[src/rtl/vx_commit_arb_pkg.sv]
// Shared definitions for the commit merger: arbitration modes, commit payload layout
// and a helper that sizes unit-index fields.
package vx_commit_arb_pkg;

  localparam int ARB_RR    = 0;
  localparam int ARB_FIXED = 1;

  typedef struct packed {
    logic [7:0]  wid;
    logic [7:0]  rd;
    logic [15:0] tmask;
    logic [31:0] pc;
  } commit_t;

  localparam int COMMIT_W = $bits(commit_t);

  // Unit-index width; a single unit still gets a 1-bit index.
  function automatic int unit_w(input int n);
    return (n > 1) ? $clog2(n) : 1;
  endfunction

endpackage

[src/rtl/vx_commit_skid.sv]
// Two-entry output skid FIFO; full is registered so upstream ready never sees
// a combinational path from the downstream ready.
module vx_commit_skid
  import vx_commit_arb_pkg::*;
#(
  parameter int W = 8
) (
  input  logic         clk,
  input  logic         reset,
  input  logic         push,
  input  logic [W-1:0] push_data,
  output logic         full,
  input  logic         pop_ready,
  output logic         pop_valid,
  output logic [W-1:0] pop_data
);

  logic [W-1:0] mem_reg [2];
  logic         wr_ptr_reg;
  logic         rd_ptr_reg;
  logic [1:0]   count_reg;
  logic [1:0]   count_next;
  logic         full_reg;
  logic         pop;

  assign pop_valid = (count_reg != 2'd0);
  assign pop_data  = mem_reg[rd_ptr_reg];
  assign pop       = pop_valid && pop_ready;
  assign full      = full_reg;

  always_comb begin
    count_next = count_reg + {1'b0, push} - {1'b0, pop};
  end

  always_ff @(posedge clk) begin
    if (reset) begin
      mem_reg[0] <= '0;
      mem_reg[1] <= '0;
      wr_ptr_reg <= 1'b0;
      rd_ptr_reg <= 1'b0;
      count_reg  <= 2'd0;
      full_reg   <= 1'b0;
    end else begin
      if (push) begin
        mem_reg[wr_ptr_reg] <= push_data;
        wr_ptr_reg          <= ~wr_ptr_reg;
      end
      if (pop) begin
        rd_ptr_reg <= ~rd_ptr_reg;
      end
      count_reg <= count_next;
      full_reg  <= (count_next == 2'd2);
    end
  end

endmodule

[src/rtl/vx_commit_arb.sv]
// N-to-1 commit merger: round-robin or fixed-priority grant, eop grant lock,
// optional skid-buffered output and per-unit commit counters.
module vx_commit_arb
  import vx_commit_arb_pkg::*;
#(
  parameter int NUM_UNITS = 4,
  parameter int DATAW     = COMMIT_W,
  parameter int ARB_MODE  = ARB_RR,
  parameter int OUT_BUF   = 1,
  parameter int CTR_W     = 32,
  localparam int UNITW    = unit_w(NUM_UNITS)
) (
  input  logic                       clk,
  input  logic                       reset,
  input  logic [NUM_UNITS-1:0]       in_valid,
  input  logic [NUM_UNITS*DATAW-1:0] in_data,
  input  logic [NUM_UNITS-1:0]       in_eop,
  output logic [NUM_UNITS-1:0]       in_ready,
  output logic                       out_valid,
  output logic [DATAW-1:0]           out_data,
  output logic [UNITW-1:0]           out_unit,
  output logic                       out_eop,
  input  logic                       out_ready,
  output logic [NUM_UNITS*CTR_W-1:0] commit_cnt
);

  logic [NUM_UNITS-1:0] grant;
  logic                 sel_valid;
  logic [UNITW-1:0]     sel_idx;
  logic                 sel_eop;
  logic [DATAW-1:0]     sel_data;
  logic                 sink_ready;
  logic                 accept;
  logic                 lock_valid_reg;
  logic [UNITW-1:0]     lock_unit_reg;
  logic [UNITW-1:0]     rr_ptr_reg;

  // A unit's grant is derived only from the other units' requests, so at most
  // one valid&&ready pair exists and in_ready never loops back on its own valid.
  always_comb begin
    logic blocked;
    logic hit;
    int   u;
    grant   = '0;
    blocked = 1'b0;
    hit     = 1'b0;
    u       = 0;
    if (lock_valid_reg) begin
      for (int g = 0; g < NUM_UNITS; g++) begin
        grant[g] = (lock_unit_reg == UNITW'(g));
      end
    end else if (ARB_MODE == ARB_FIXED) begin
      for (int g = 0; g < NUM_UNITS; g++) begin
        grant[g] = !blocked;
        blocked  = blocked | in_valid[g];
      end
    end else begin
      for (int g = 0; g < NUM_UNITS; g++) begin
        blocked = 1'b0;
        hit     = 1'b0;
        for (int k = 0; k < NUM_UNITS; k++) begin
          u = (int'(rr_ptr_reg) + k) % NUM_UNITS;
          if (u == g) begin
            hit = 1'b1;
          end else if (!hit && in_valid[u]) begin
            blocked = 1'b1;
          end
        end
        grant[g] = !blocked;
      end
    end
  end

  always_comb begin
    sel_valid = 1'b0;
    sel_idx   = '0;
    sel_eop   = 1'b0;
    sel_data  = '0;
    for (int g = 0; g < NUM_UNITS; g++) begin
      if (grant[g] && in_valid[g]) begin
        sel_valid = 1'b1;
        sel_idx   = UNITW'(g);
        sel_eop   = in_eop[g];
        sel_data  = in_data[g*DATAW +: DATAW];
      end
    end
  end

  assign accept   = sel_valid && sink_ready && !reset;
  assign in_ready = grant & {NUM_UNITS{sink_ready && !reset}};

  always_ff @(posedge clk) begin
    if (reset) begin
      lock_valid_reg <= 1'b0;
      lock_unit_reg  <= '0;
      rr_ptr_reg     <= '0;
    end else if (accept) begin
      lock_valid_reg <= !sel_eop;
      lock_unit_reg  <= sel_idx;
      if (sel_eop) begin
        rr_ptr_reg <= (sel_idx == UNITW'(NUM_UNITS - 1)) ? '0 : sel_idx + 1'b1;
      end
    end
  end

  for (genvar gi = 0; gi < NUM_UNITS; gi++) begin : g_cnt
    logic [CTR_W-1:0] cnt_reg;
    always_ff @(posedge clk) begin
      if (reset) begin
        cnt_reg <= '0;
      end else if (accept && (sel_idx == UNITW'(gi))) begin
        cnt_reg <= cnt_reg + CTR_W'(1);
      end
    end
    assign commit_cnt[gi*CTR_W +: CTR_W] = cnt_reg;
  end

  if (OUT_BUF != 0) begin : g_skid
    logic skid_full;
    logic [DATAW+UNITW:0] skid_data;

    vx_commit_skid #(
      .W (DATAW + UNITW + 1)
    ) u_skid (
      .clk       (clk),
      .reset     (reset),
      .push      (accept),
      .push_data ({sel_data, sel_idx, sel_eop}),
      .full      (skid_full),
      .pop_ready (out_ready),
      .pop_valid (out_valid),
      .pop_data  (skid_data)
    );

    assign sink_ready = !skid_full;
    assign {out_data, out_unit, out_eop} = skid_data;
  end else begin : g_comb
    assign sink_ready = out_ready;
    assign out_valid  = sel_valid && !reset;
    assign out_data   = reset ? '0 : sel_data;
    assign out_unit   = reset ? '0 : sel_idx;
    assign out_eop    = sel_eop && !reset;
  end

endmodule

[config.mk]
export PLATFORM = sky130hd
export DESIGN_NAME = vx_commit_arb
export DESIGN_NICKNAME = d
export VERILOG_FILES = /design/src/rtl/vx_commit_arb_pkg.sv /design/src/rtl/vx_commit_skid.sv /design/src/rtl/vx_commit_arb.sv
export SDC_FILE = /design/constraint.sdc
export NUM_CORES = 1
export LEC_CHECK = 0
export ABC_AREA = 1
export CORE_MARGIN = 4
export CORE_UTILIZATION = 52
export CTS_CLUSTER_SIZE = 14
export DETAILED_ROUTE_END_ITERATION = 10
export GPL_ROUTABILITY_DRIVEN = 1
export PLACE_DENSITY = 0.87
export SETUP_SLACK_MARGIN = 0.3
export SKIP_LAST_GASP = 1
export SLEW_MARGIN = 20
export SYNTH_ARGS = -nofsm -noshare
export SYNTH_HDL_FRONTEND = slang
export SYNTH_SLANG_ARGS = --single-unit
[constraint.sdc]
create_clock -name clk -period 10.75 [get_ports clk]
set_clock_uncertainty 0.05 [all_clocks]
set_input_delay 2.15 -clock clk [delete_from_list [all_inputs] [get_ports clk]]
set_output_delay 2.15 -clock clk [all_outputs]
set_load 0.005 [all_outputs]
# Yosys cells after proc, flatten, opt, wreduce, memory -nomap -nowiden
# Memories as Yosys holds them, arrays and structs flattened. A register that Yosys moved wholly into a read port is not among the register bits.
# Index checks and enable logic that the tools add are counted.
[word_totals]
reg_bits = 138
ramBits = 134
in_bits = 267
out_inout_bits = 200
elab_cells = 201
memories = 1
[mem_list]
columns = ["name", "words", "width", "rd", "rd_ports_with_merged_regs", "write_ports", "line_no", "rtl"]
rows = [
  ["g_skid.u_skid.mem_reg", 2, 67, 1, 1, 2, "vx_commit_skid.sv:18", "logic [W-1:0] mem_reg [2];"],
]
[op_classes]
n_addsub = 10
order_cmp = 4
eq_ne = 19
muxes = 95
bitwise = 6
reduce_logical = 55
[ops]
columns = ["op", "n"]
rows = [
  ["$mux 64", 4],
  ["$add 32x1->32 const B", 4],
  ["$logic_not 32->1", 4],
  ["$mux 1", 82],
  ["$mux 67", 1],
  ["$reduce_or 67->1", 1],
  ["$logic_and 1x1->1", 24],
  ["$logic_not 1->1", 19],
  ["$eq 3x3->1 const B", 6],
  ["$eq 2x2->1 const B", 7],
  ["$lt 3x4->1 const B", 3],
  ["$eq 3x2->1 const B", 3],
  ["$bmux 1 s2", 4],
  ["$eq 2x1->1 const B", 3],
  ["$mux 2", 3],
  ["$reduce_or 2->1", 3],
  ["$add 2x1->2 const B", 2],
  ["$add 2x2->2 const B", 2],
  ["$and 4x4->4", 1],
  ["$logic_not 2->1", 2],
  ["$mux 4", 1],
  ["$and 1x1->1 const A", 3],
  ["$lt 2x3->1 const B", 1],
  ["$add 2x1->2", 1],
  ["other kinds (4)", 5],
]

# Logic depth before layout (Yosys ltp)
# Gate-level depths: netlist (run 1).
[depth]
ltp_word = 28
mapped_depth = 20
depth_no_buf = 19

# Modules after synthesis
# A second synthesis (run 1) with hierarchy kept.
[unflattened]
hier_cells = 2156
hier_area_um2 = 16233.1
[modules_own_cells]
columns = ["module", "n_inst", "cells_per_inst", "area_per_inst_um2", "seq_area_each_um2"]
rows = [
  ["vx_commit_arb", 1, 1693, 10283.6, 2662.6],
  ["vx_commit_skid", 1, 463, 5949.5, 4144.0],
]

# Least setup slack after synthesis (run 1)
# OpenSTA, ideal clock, no wires.
[synth_timing]
path_kind = "input port to flip-flop"
from = "input in_valid[2]"
to = "memory g_skid.u_skid.mem_reg[0][0] (netlist bit) (enable)"
setup_ps = 427
t_arrival_ps = 4865
required_time_ps = 10273
path_slack_ps = 5408
path_stages = 17
n_path_buf = 2
cell_sequence = "nand2_1 nand3_1 nand2_1 nand2_1 nand2_1 nand2_1 nand2_1 nand2_2 nand2_2 nand2_4 nand2_2 nand2_4 nand2_4 nand2_2 buf_4 buf_6 nand2_1"
[synth_rtl]
columns = ["item", "line_no", "rtl"]
rows = [
  ["start: declaration", "vx_commit_arb.sv:15", "input logic [NUM_UNITS-1:0] in_valid,"],
  ["end: declaration", "vx_commit_skid.sv:18", ""],
]

# Worst setup path in the final report (run 1)
[layout_timing]
from = "input in_valid[0]"
to = "output in_ready[0]"
[layout_via]
elab_chain_len = 14
elab_cells_between_ends = 26
[layout_lines]
columns = ["item", "line_no", "rtl"]
rows = [
  ["$bmux 1 s2", "vx_commit_arb.sv:65", "end else if (!hit && in_valid[u]) begin"],
  ["$mux 1 (implied by the code)", "vx_commit_arb.sv:65", ""],
  ["$mux 1", "vx_commit_arb.sv:65", ""],
  ["$mux 1 or $logic_and 1x1->1 (tied branches)", "vx_commit_arb.sv:63, vx_commit_arb.sv:65", ""],
  ["$mux 1", "vx_commit_arb.sv:65", ""],
  ["$mux 1", "vx_commit_arb.sv:63", "if (u == g) begin"],
  ["$mux 1", "vx_commit_arb.sv:65", ""],
  ["$mux 1", "vx_commit_arb.sv:63", ""],
  ["$mux 1", "vx_commit_arb.sv:65", ""],
  ["$mux 1 (*)", "vx_commit_arb.sv:63", ""],
  ["$mux 1 (*)", "vx_commit_arb.sv:48", "if (lock_valid_reg) begin"],
  ["$logic_not 1->1 (*)", "vx_commit_arb.sv:69", "grant[g] = !blocked;"],
  ["$mux 4 (*)", "vx_commit_arb.sv:48", ""],
  ["$and 4x4->4 (*)", "vx_commit_arb.sv:90", "assign in_ready = grant & {NUM_UNITS{sink_ready && !reset}};"],
  ["end: declaration", "vx_commit_arb.sv:18", "output logic [NUM_UNITS-1:0] in_ready,"],
]
# Every way passes the cells marked *; elsewhere a longest branch is shown, timed or not. The select of a mux whose other input is x is not followed.

==> run summary, run 1 <==
LEAKAGE = 7.97 nW
Max reg flops = 134
NumNets Final = 2,815
Post-synthesis cell type count = 36
CTS Hold Bufs = 0
CTS resizes = 0
Worst rel slew slack = 27.1%
Post-Syn Area = 16,000 µm²
Die height = 183 µm
Net Count, Synth = 2,420
Drt drc = 0
CTS root buffer = clkbuf_16
Register bit total from synthesis = 273
Vias per cell = 5.60
Cells after synthesis = 2,137
Initial core utilization = 53.4%
Syn Area/Cell = 7.48 µm²
Worst VDD drop = 134 µV
WP buf/inv = 3
PortBufs = 466
Initial antenna violation count = 4
Top post-synthesis cells by area = edfxtp_1 25%, dfxtp_1 17%, nand2_1 13%, a21oi_1 7.7%, nor2_1 7.4%
Drt pass-1 iters = 7
Slew Limit Fails = 0
Worst Hold Class = reg2reg
Hpwl dp = 39,200 µm
Core Rows = 63
Clk_lat worst skew = 0.56 ns
Overall routing resource usage = 30.2%
Final ANT Viol Nets = 0
Crit-path leading delay family = buffers and inverters
Ys Warns = 0
Worst path required time = 8.55 ns
CP Data Arrival Time = 4.16 ns
DIE AREA = 33,600 µm²
Footprint of the multi-input gates = 8250 µm²
Final min period = 6.36 ns
CP max FO = 67
Fillers = 2,330
Final hold vios = 0
Worst path max stage delay = 0.56 ns
Most common cell after layout, fill and taps aside = nand2_1
Worst-case clock buffer depth = 3
Post CTS Setup Buffer Count = 0
Worst setup EP type = output port
CORE AREA = 30,000 µm²
RSZ-0062 raised after global routing = no
RePlAce Congestion = 0.965
Final TNS setup = 0 ns
Clock sink count = 273
Vias in the first global route = 15,600
Total routed wirelength = 54,500 µm
Worst slew pin tran = 1.09 ns
Layout area overhead = 35.3%
Kind of critical path = in2out
Commonest non-fill, non-tap cells in the layout = 558 x nand2_1, 464 x clkdlybuf4s50_1, 316 x nor2_1
Register area = 6810 µm²
Final setup viols = 0
DP Area = 20,700 µm²
Vias = 16,500
Worst-path clk slew = 0.06 ns
CP dominant cell by count = nand2_1
Top cell type's share of synthesized area = 25.2%
Cells along the critical path = buf_2, buf_4, nand2_1, nand3_1, nand2_1, o21ai_0, nand2_1, nand2_1, a21oi_1, clkdlybuf4s50_1
Seq/Total Area, Yosys = 42.6%
Post-synth top area cell = edfxtp_1
Power Dens Cells = 213 nW/µm²
WL/cell = 18.5 µm
Layout cells sized above 1 = 5.79%
Max Cap Violations = 0
Global route total overflow = 0
Die Span X = 183 µm
Slowest cell on crit path = buf_4
Inserted Clock Buffers = 29
Initial DRC Count = 1,651
CTS tree = yes
First-pass GRT wire length = 82,600 µm
Fin crit share = 59.2%
Critical Path Start Type = input pin
Io pins = 467
Final Cell Area = 21,600 µm²
Pin count of the biggest net entering global routing = 113
Htree depth = 1
Fmax = 157 MHz
Status = complete, no violations
per-stage QoR:
step | power (mW) | cells | worst slack, ns | hold WS [ns] | utilization (%)
after floorplan | 2.79 | 2137 | 5.41 | 0.376 | -
after global placement | 3.52 | 2891 | 3.97 | 0.375 | 69.0
after detailed placement | 3.59 | 2891 | 3.81 | 0.387 | 69.0
after CTS | 4.60 | 2944 | 4.26 | 0.411 | 72.2
after global routing | 4.85 | 2946 | 4.02 | 0.454 | 72.2
final | 4.60 | 2946 | 4.39 | 0.414 | 72.2
metal layers:
metal,GRT usage (%),vias to the layer above,wire length [µm]
met2,52.0,818,26400
li1,-,7908,-
met5,0,-,34
met4,13.0,4,2450
met1,37.6,7643,21100
met3,4.86,128,4560
area by class of cell:
class	instances	area share, %
clock buffers	42	3.86
inverters	105	1.83
repair buffers	475	21.9
diodes	2	0.0231
flip-flops and latches	273	31.5
clock inverters	11	0.561
multi-input cells	1648	38.1
well taps	390	2.26
power breakdown:
part | internal [mW] | leakage [nW] | switching, mW | total, mW
sequential | 1.35 | 2.53 | 0.0913 | 1.44
combinational | 0.792 | 4.98 | 1.37 | 2.16
clock | 0.588 | 0.463 | 0.410 | 0.998
total | 2.73 | 7.97 | 1.87 | 4.60
path summary, 6_finish.rpt:
path	from	end	slack [ns]	depth (start not counted)
max	in_valid[0]	in_ready[0]	4.39	10
max reg2reg	rr_ptr_reg[0]	g_skid.u_skid.mem_reg[1][11]	5.69	16
min reg2reg	g_skid.u_skid.rd_ptr_reg	flop	0.41	1
min	g_skid.u_skid.rd_ptr_reg	flop	0.41	1
cell families (layout without fill, tap and decap cells):
group,after synthesis,in the layout,share of synthesized area (%)
AOI/OAI and AO/OA,282,282,8.93
xor gates and xnor gates,104,104,5.70
adders and majority gates,16,16,1.25
buffers and inverters,216,633,6.05
DFF,273,273,42.6
muxes,67,67,4.72
other,0,2,0
and+or+nand+nor,1179,1179,30.8
Yosys cell counts, drive strengths merged:
cell type / instances
a21boi: 1
a21o: 1
a21oi: 247
a31oi: 3
and3: 3
buf: 67
clkbuf: 44
clkinv: 1
dfxtp: 139
edfxtp: 134
ha: 16
inv: 104
mux2: 67
nand2: 571
nand3: 154
nand3b: 1
nand4: 29
nor2: 319
nor3: 71
nor3b: 3
nor4: 27
o21a: 2
o21ai: 27
o21bai: 1
or2: 1
xnor2: 26
xor2: 78
Note: power is estimated with default switching activity, not from simulation.
==> run 2, diff against run 1 <==
--- a/config.mk
+++ b/config.mk
@@ -7,11 +7,11 @@
 export LEC_CHECK = 0
 export ABC_AREA = 1
 export CORE_MARGIN = 4
-export CORE_UTILIZATION = 52
+export CORE_UTILIZATION = 49
 export CTS_CLUSTER_SIZE = 14
 export DETAILED_ROUTE_END_ITERATION = 10
 export GPL_ROUTABILITY_DRIVEN = 1
-export PLACE_DENSITY = 0.87
+export PLACE_DENSITY = 0.82
 export SETUP_SLACK_MARGIN = 0.3
 export SKIP_LAST_GASP = 1
 export SLEW_MARGIN = 20
==> constraint.sdc (replaced) <==
create_clock -name clk -period 6.4 [get_ports clk]
set_clock_uncertainty 0.05 [all_clocks]
set_input_delay 1.28 -clock clk [delete_from_list [all_inputs] [get_ports clk]]
set_output_delay 1.28 -clock clk [all_outputs]
set_load 0.005 [all_outputs]
==> run summary, run 2 (synthesis gave the netlist of run 1 again) <==
Slowest cell on crit path = clkdlybuf4s50_1
Final min period = 4.67 ns
Status = complete, no violations
Fin crit share = 72.9%
Inserted Clock Buffers = 29 (unchanged)
Layout cells sized above 1 = 6.03% (+0.23 points)
Worst slew pin tran = 1.06 ns (-0.0293 ns)
Fmax = 214 MHz
Initial DRC Count = 1,310 (-21%)
PortBufs = 466 (unchanged)
LEAKAGE = 7.99 nW (+0.27%)
DIE AREA = 35,600 µm² (+5.9%)
Worst hold slack = 0.410 ns (-0.00351 ns)
Worst rel slew slack = 29.1% (+2.0 points)
Post CTS Setup Buffer Count = 0 (unchanged)
Clock sink count = 273 (unchanged)
Layout area overhead = 35.6%
CTS tree = yes
CP Data Arrival Time = 3.34 ns (-0.82 ns)
Worst path required time = 5.07 ns (-3.48 ns)
CORE AREA = 31,900 µm² (+6.4%)
Initial antenna violation count = 2 (-2)
Hpwl dp = 40,000 µm (+2.0%)
Vias per cell = 5.51 (-1.7%)
Max Cap Violations = 0 (unchanged)
Cells along the critical path = clkdlybuf4s50_1, nand2_1, nand3_1, nand2_1, nor3_1, o21ai_1, nand2_1, a21oi_1, clkdlybuf4s50_1
Kind of critical path = in2out
First-pass GRT wire length = 85,200 µm (+3.2%)
Io pins = 467 (unchanged)
Critical Path Start Type = input pin
Pin count of the biggest net entering global routing = 81 (-28%)
Htree depth = 1 (unchanged)
Top sig layer = met4
Vias = 16,500 (-0.13%)
Worst path max stage delay = 0.57 ns (about the same)
Final setup viols = 0 (unchanged)
Initial core utilization = 50.2% (-3.2 points)
Die Span X = 189 µm (+2.9%)
Slew Limit Fails = 0 (unchanged)
CTS Hold Bufs = 0 (unchanged)
M1 WL = 21,100 µm (-0.13%)
Drt drc = 0 (unchanged)
Core Rows = 65 (+3.2%)
WL/cell = 18.4 µm (-0.61%)
Worst Hold Class = reg2reg
Wire length on met2 = 27,100 µm (+2.7%)
CP dominant cell by count = nand2_1
CP max FO = 4 (-94%)
NumNets Final = 2,817 (+0.071%)
Clk_lat worst skew = 0.54 ns (-0.02 ns)
CTS root buffer = clkbuf_16
Worst VDD drop = 329 µV (+150%)
Final TNS setup = 0 ns (unchanged)
Global route total overflow = 0 (unchanged)
WL met3 = 4620 µm (+1.2%)
Overall routing resource usage = 29.1% (-1.1 points)
Max reg flops = 134 (unchanged)
Worst-path clk slew = 0.06 ns (about the same)
Die height = 189 µm (+2.9%)
Drt pass-1 iters = 6 (-1)
Commonest non-fill, non-tap cells in the layout = 558 x nand2_1, 464 x clkdlybuf4s50_1, 316 x nor2_1
Power Dens Cells = 356 nW/µm² (+67%)
RSZ-0062 raised after global routing = no
CTS resizes = 0 (unchanged)
Vias in the first global route = 16,000 (+2.4%)
Total routed wirelength = 55,000 µm (+0.97%)
Worst-case clock buffer depth = 3 (unchanged)
Worst setup EP type = output port
Most common cell after layout, fill and taps aside = nand2_1
Final ANT Viol Nets = 0 (unchanged)
Final hold vios = 0 (unchanged)
RePlAce Congestion = 0.940 (-2.6%)
-- run 2: worst max-delay path, delay by kind of cell --
kind | cells | cell delay [ns]
AOI/OAI and AO/OA | 2 | 0.40
buffers and inverters | 2 | 1.12
and+or+nand+nor | 5 | 0.55
-- run 2: final timing paths --
check	cells past startpoint	slack [ns]	endpoint	from
min reg2reg	1	0.41	g_skid.u_skid.rd_ptr_reg	g_skid.u_skid.rd_ptr_reg
max	9	1.73	in_ready[1]	in_valid[1]
max reg2reg	16	2.01	g_cnt[0].cnt_reg[1]	rr_ptr_reg[0]
min	1	0.41	g_skid.u_skid.rd_ptr_reg	g_skid.u_skid.rd_ptr_reg
-- run 2: metrics by stage --
| stage | area (µm²) | util [%] | std cells | setup slack, ns | power (mW) |
|---|---|---|---|---|---|
| 4_1_cts | 21700 | 68.0 | 2991 | 1.76 | 7.74 |
| 3_5_place_dp | 20700 | 65.1 | 2938 | 1.28 | 6.09 |
| 3_3_place_gp | 20700 | 65.1 | 2938 | 1.35 | 6.01 |
| 2_1_floorplan | 16000 | - | 2137 | 1.93 | 4.69 |
| 6_report | 21700 | 68.0 | 2993 | 1.73 | 7.72 |
| 5_1_grt | 21700 | 68.0 | 2993 | 1.39 | 8.16 |
-- run 2: final cells by class --
type                    count  area, µm²
fillers                  2687      10200
multi-input cells        1648       8250
flip-flops and latches    273       6810
repair buffers            477       4740
clock buffers              37        818
well taps                 435        544
inverters                 105        395
clock inverters            16        123
diodes                      2       5.00
-- run 2: power breakdown --
group | switching [mW] | total (mW) | leakage, nW | internal (mW)
Combinational | 2.31 | 3.64 | 4.99 | 1.34
Clock | 0.707 | 1.65 | 0.475 | 0.946
Sequential | 0.150 | 2.42 | 2.53 | 2.27
Total | 3.16 | 7.72 | 7.99 | 4.55
-- run 2: metal layers --
metal	vias to the layer above	global-route usage, %
met5	-	0
met4	0	11.2
met3	108	6.13
met2	723	51.5
met1	7724	34.8
li1	7925	-
==> run 3, diff against run 2 <==
--- a/config.mk
+++ b/config.mk
@@ -7,11 +7,11 @@
 export LEC_CHECK = 0
 export ABC_AREA = 1
 export CORE_MARGIN = 4
-export CORE_UTILIZATION = 49
+export CORE_UTILIZATION = 44
 export CTS_CLUSTER_SIZE = 14
 export DETAILED_ROUTE_END_ITERATION = 10
 export GPL_ROUTABILITY_DRIVEN = 1
-export PLACE_DENSITY = 0.82
+export PLACE_DENSITY = 0.78
 export SETUP_SLACK_MARGIN = 0.3
 export SKIP_LAST_GASP = 1
 export SLEW_MARGIN = 20
==> constraint.sdc (replaced) <==
create_clock -name clk -period 4 [get_ports clk]
set_clock_uncertainty 0.05 [all_clocks]
set_input_delay 0.8 -clock clk [delete_from_list [all_inputs] [get_ports clk]]
set_output_delay 0.8 -clock clk [all_outputs]
set_load 0.005 [all_outputs]
==> run summary, run 3 (synthesis gave the netlist of run 1 again) <==
LEAKAGE = 8.21 nW (+2.8%)
DIE AREA = 39,500 µm² (+11%)
Die Span X = 199 µm (+5.3%)
Kind of critical path = in2out
Vias in the first global route = 16,000 (+0.13%)
Vias per cell = 5.39 (-2.0%)
Fillers = 3,201 (+19%)
FF-to-FF End = g_cnt[0].cnt_reg[0]
NumNets Final = 2,839 (+0.78%)
Worst path required time = 3.15 ns (-1.92 ns)
CP dominant cell by count = nand2_1
Dpl ws = 0.310 ns (-0.965 ns)
Most common cell after layout, fill and taps aside = nand2_1
Io pins = 467 (unchanged)
Die height = 199 µm (+5.3%)
Worst-path clk slew = 0.06 ns (about the same)
Worst rel slew slack = 33.5% (+4.4 points)
Global route total overflow = 0 (unchanged)
Initial DRC Count = 1,098 (-16%)
WL/cell = 18.3 µm (-0.64%)
Overall routing resource usage = 26.5% (-2.6 points)
Critical Path Start Type = input pin
Htree depth = 1 (unchanged)
Initial core utilization = 44.7% (-5.4 points)
Worst-case clock buffer depth = 3 (unchanged)
Slew Limit Fails = 0 (unchanged)
CP max FO = 4 (unchanged)
Status = complete, no violations
Reg-to-Reg Start = rr_ptr_reg[1]
Worst reg2reg path depth = 19 (+3)
Worst VDD drop = 441 µV (+34%)
Total routed wirelength = 55,600 µm (+1.0%)
Reg-to-reg setup timing slack = 0.84 ns (-1.17 ns)
Inserted Clock Buffers = 30 (+3.4%)
Core Rows = 69 (+6.2%)
Power Dens Cells = 576 nW/µm² (+62%)
Clk_lat worst skew = 0.56 ns (+0.02 ns)
Fin crit share = 88.7%
Final hold vios = 0 (unchanged)
Commonest non-fill, non-tap cells in the layout = 558 x nand2_1, 461 x clkdlybuf4s50_1, 316 x nor2_1
CTS tree = yes
Worst path max stage delay = 0.54 ns (-0.03 ns)
Clock sink count = 273 (unchanged)
Cells along the critical path = clkdlybuf4s50_1, nand2_1, nand3_1, nand2_1, nand2_1, o21ai_1, nand2_1, a21oi_2, clkdlybuf4s50_1
Final min period = 3.55 ns
Max Cap Violations = 0 (unchanged)
CTS Hold Bufs = 0 (unchanged)
Pin count of the biggest net entering global routing = 93 (+15%)
Final TNS setup = 0 ns (unchanged)
Fmax = 282 MHz
RSZ-0062 raised after global routing = yes
Max reg flops = 134 (unchanged)
Worst Hold Class = reg2reg
Vias = 16,400 (-0.41%)
Final ANT Viol Nets = 0 (unchanged)
RePlAce Congestion = 0.934 (-0.62%)
WHS Path Cells = 1 (unchanged)
Hold Startpoint = g_skid.u_skid.rd_ptr_reg
Worst slew pin tran = 0.996 ns (-0.0648 ns)
PortBufs = 466 (unchanged)
Final setup viols = 0 (unchanged)
Drt drc = 0 (unchanged)
Worst setup margin = 0.452 ns (-1.28 ns)
Initial antenna violation count = 4 (+2)
Slowest cell on crit path = clkdlybuf4s50_1
Layout cells sized above 1 = 7.05% (+1.0 points)
Drt pass-1 iters = 5 (-1)
Hpwl dp = 40,400 µm (+1.1%)
CORE AREA = 35,700 µm² (+12%)
Post CTS Setup Buffer Count = 0 (unchanged)
Layout area overhead = 38.2%
First-pass GRT wire length = 84,900 µm (-0.37%)
CP Data Arrival Time = 2.70 ns (-0.64 ns)
Worst setup EP type = output port
CTS root buffer = clkbuf_16
[run 3: changes by cell type in the layout (fill, tap and decap cells not counted), sizes merged]
cell / change
clkinv: +3
dlymetal6s2s: +3
inv: -4
clkbuf: -1
clkdlybuf4s50: -3
bufinv: +2
buf: +21
clkinvlp: +3
[run 3: repair_timing]
action | in CTS | in global routing
resized for setup | 3 | 5
endpoints found under the setup margin | 4 | 4
pin swaps | 0 | 1
endpoints found under the hold margin | 0 | 0
[run 3: worst max-delay path by stage]
stage | slack, ns | cells after the start | startpoint | end
floorplan | 0.52 | 19 | rr_ptr_reg[0] | g_skid.u_skid.mem_reg[0][0]
global placement | 0.33 | 9 | in_valid[1] | in_ready[0]
detailed placement | 0.31 | 18 | in_valid[1] | g_cnt[0].cnt_reg[0]
CTS | 0.30 | 10 | rr_ptr_reg[1] | in_ready[0]
global route | 0.30 | 10 | rr_ptr_reg[1] | in_ready[1]
finish | 0.45 | 9 | in_valid[3] | in_ready[1]
[run 3: power breakdown]
group	leakage, nW	internal, mW	switching [mW]
clock	0.494	1.66	1.16
combinational	5.19	2.32	3.76
sequential	2.53	3.62	0.207
[run 3: stage by stage]
stage / cell area (µm²) / std cells / hold slack, ns / power, mW / utilization [%]
2_1_floorplan: 16000 / 2137 / 0.376 / 7.50 / -
3_3_place_gp: 21100 / 2985 / 0.378 / 9.83 / 58.9
3_5_place_dp: 21100 / 2985 / 0.388 / 9.93 / 58.9
4_1_cts: 22100 / 3041 / 0.401 / 12.8 / 61.8
5_1_grt: 22100 / 3043 / 0.446 / 13.5 / 61.8
6_report: 22100 / 3043 / 0.408 / 12.7 / 61.8
[run 3: routing by layer]
| layer | up-vias | global-route usage [%] | share of wire [%] |
|---|---|---|---|
| met4 | 0 | 10.9 | 4.4 |
| met5 | - | 0 | 0 |
| li1 | 7975 | - | - |
| met3 | 122 | 5.66 | 8.4 |
| met1 | 7677 | 31.8 | 39 |
| met2 | 639 | 46.1 | 48 |
[run 3: area by class of cell]
| type | count | area (µm²) | share of cell area [%] |
|---|---|---|---|
| Sequential cell | 273 | 6810 | 30.8 |
| Inverter | 105 | 394 | 1.78 |
| Multi-Input combinational cell | 1648 | 8260 | 37.4 |
| Clock buffer | 36 | 828 | 3.75 |
| Antenna cell | 2 | 5.00 | 0.0227 |
| Timing Repair Buffer | 498 | 5030 | 22.8 |
| Clock inverter | 20 | 183 | 0.827 |
| Tap cell | 461 | 577 | 2.61 |
[run 3: critical path: cells and delay by family]
family / cells / cell delay, ns
buffers and inverters: 2 / 1.06
AND/OR/NAND/NOR: 5 / 0.54
AO/OA/AOI/OAI: 2 / 0.30
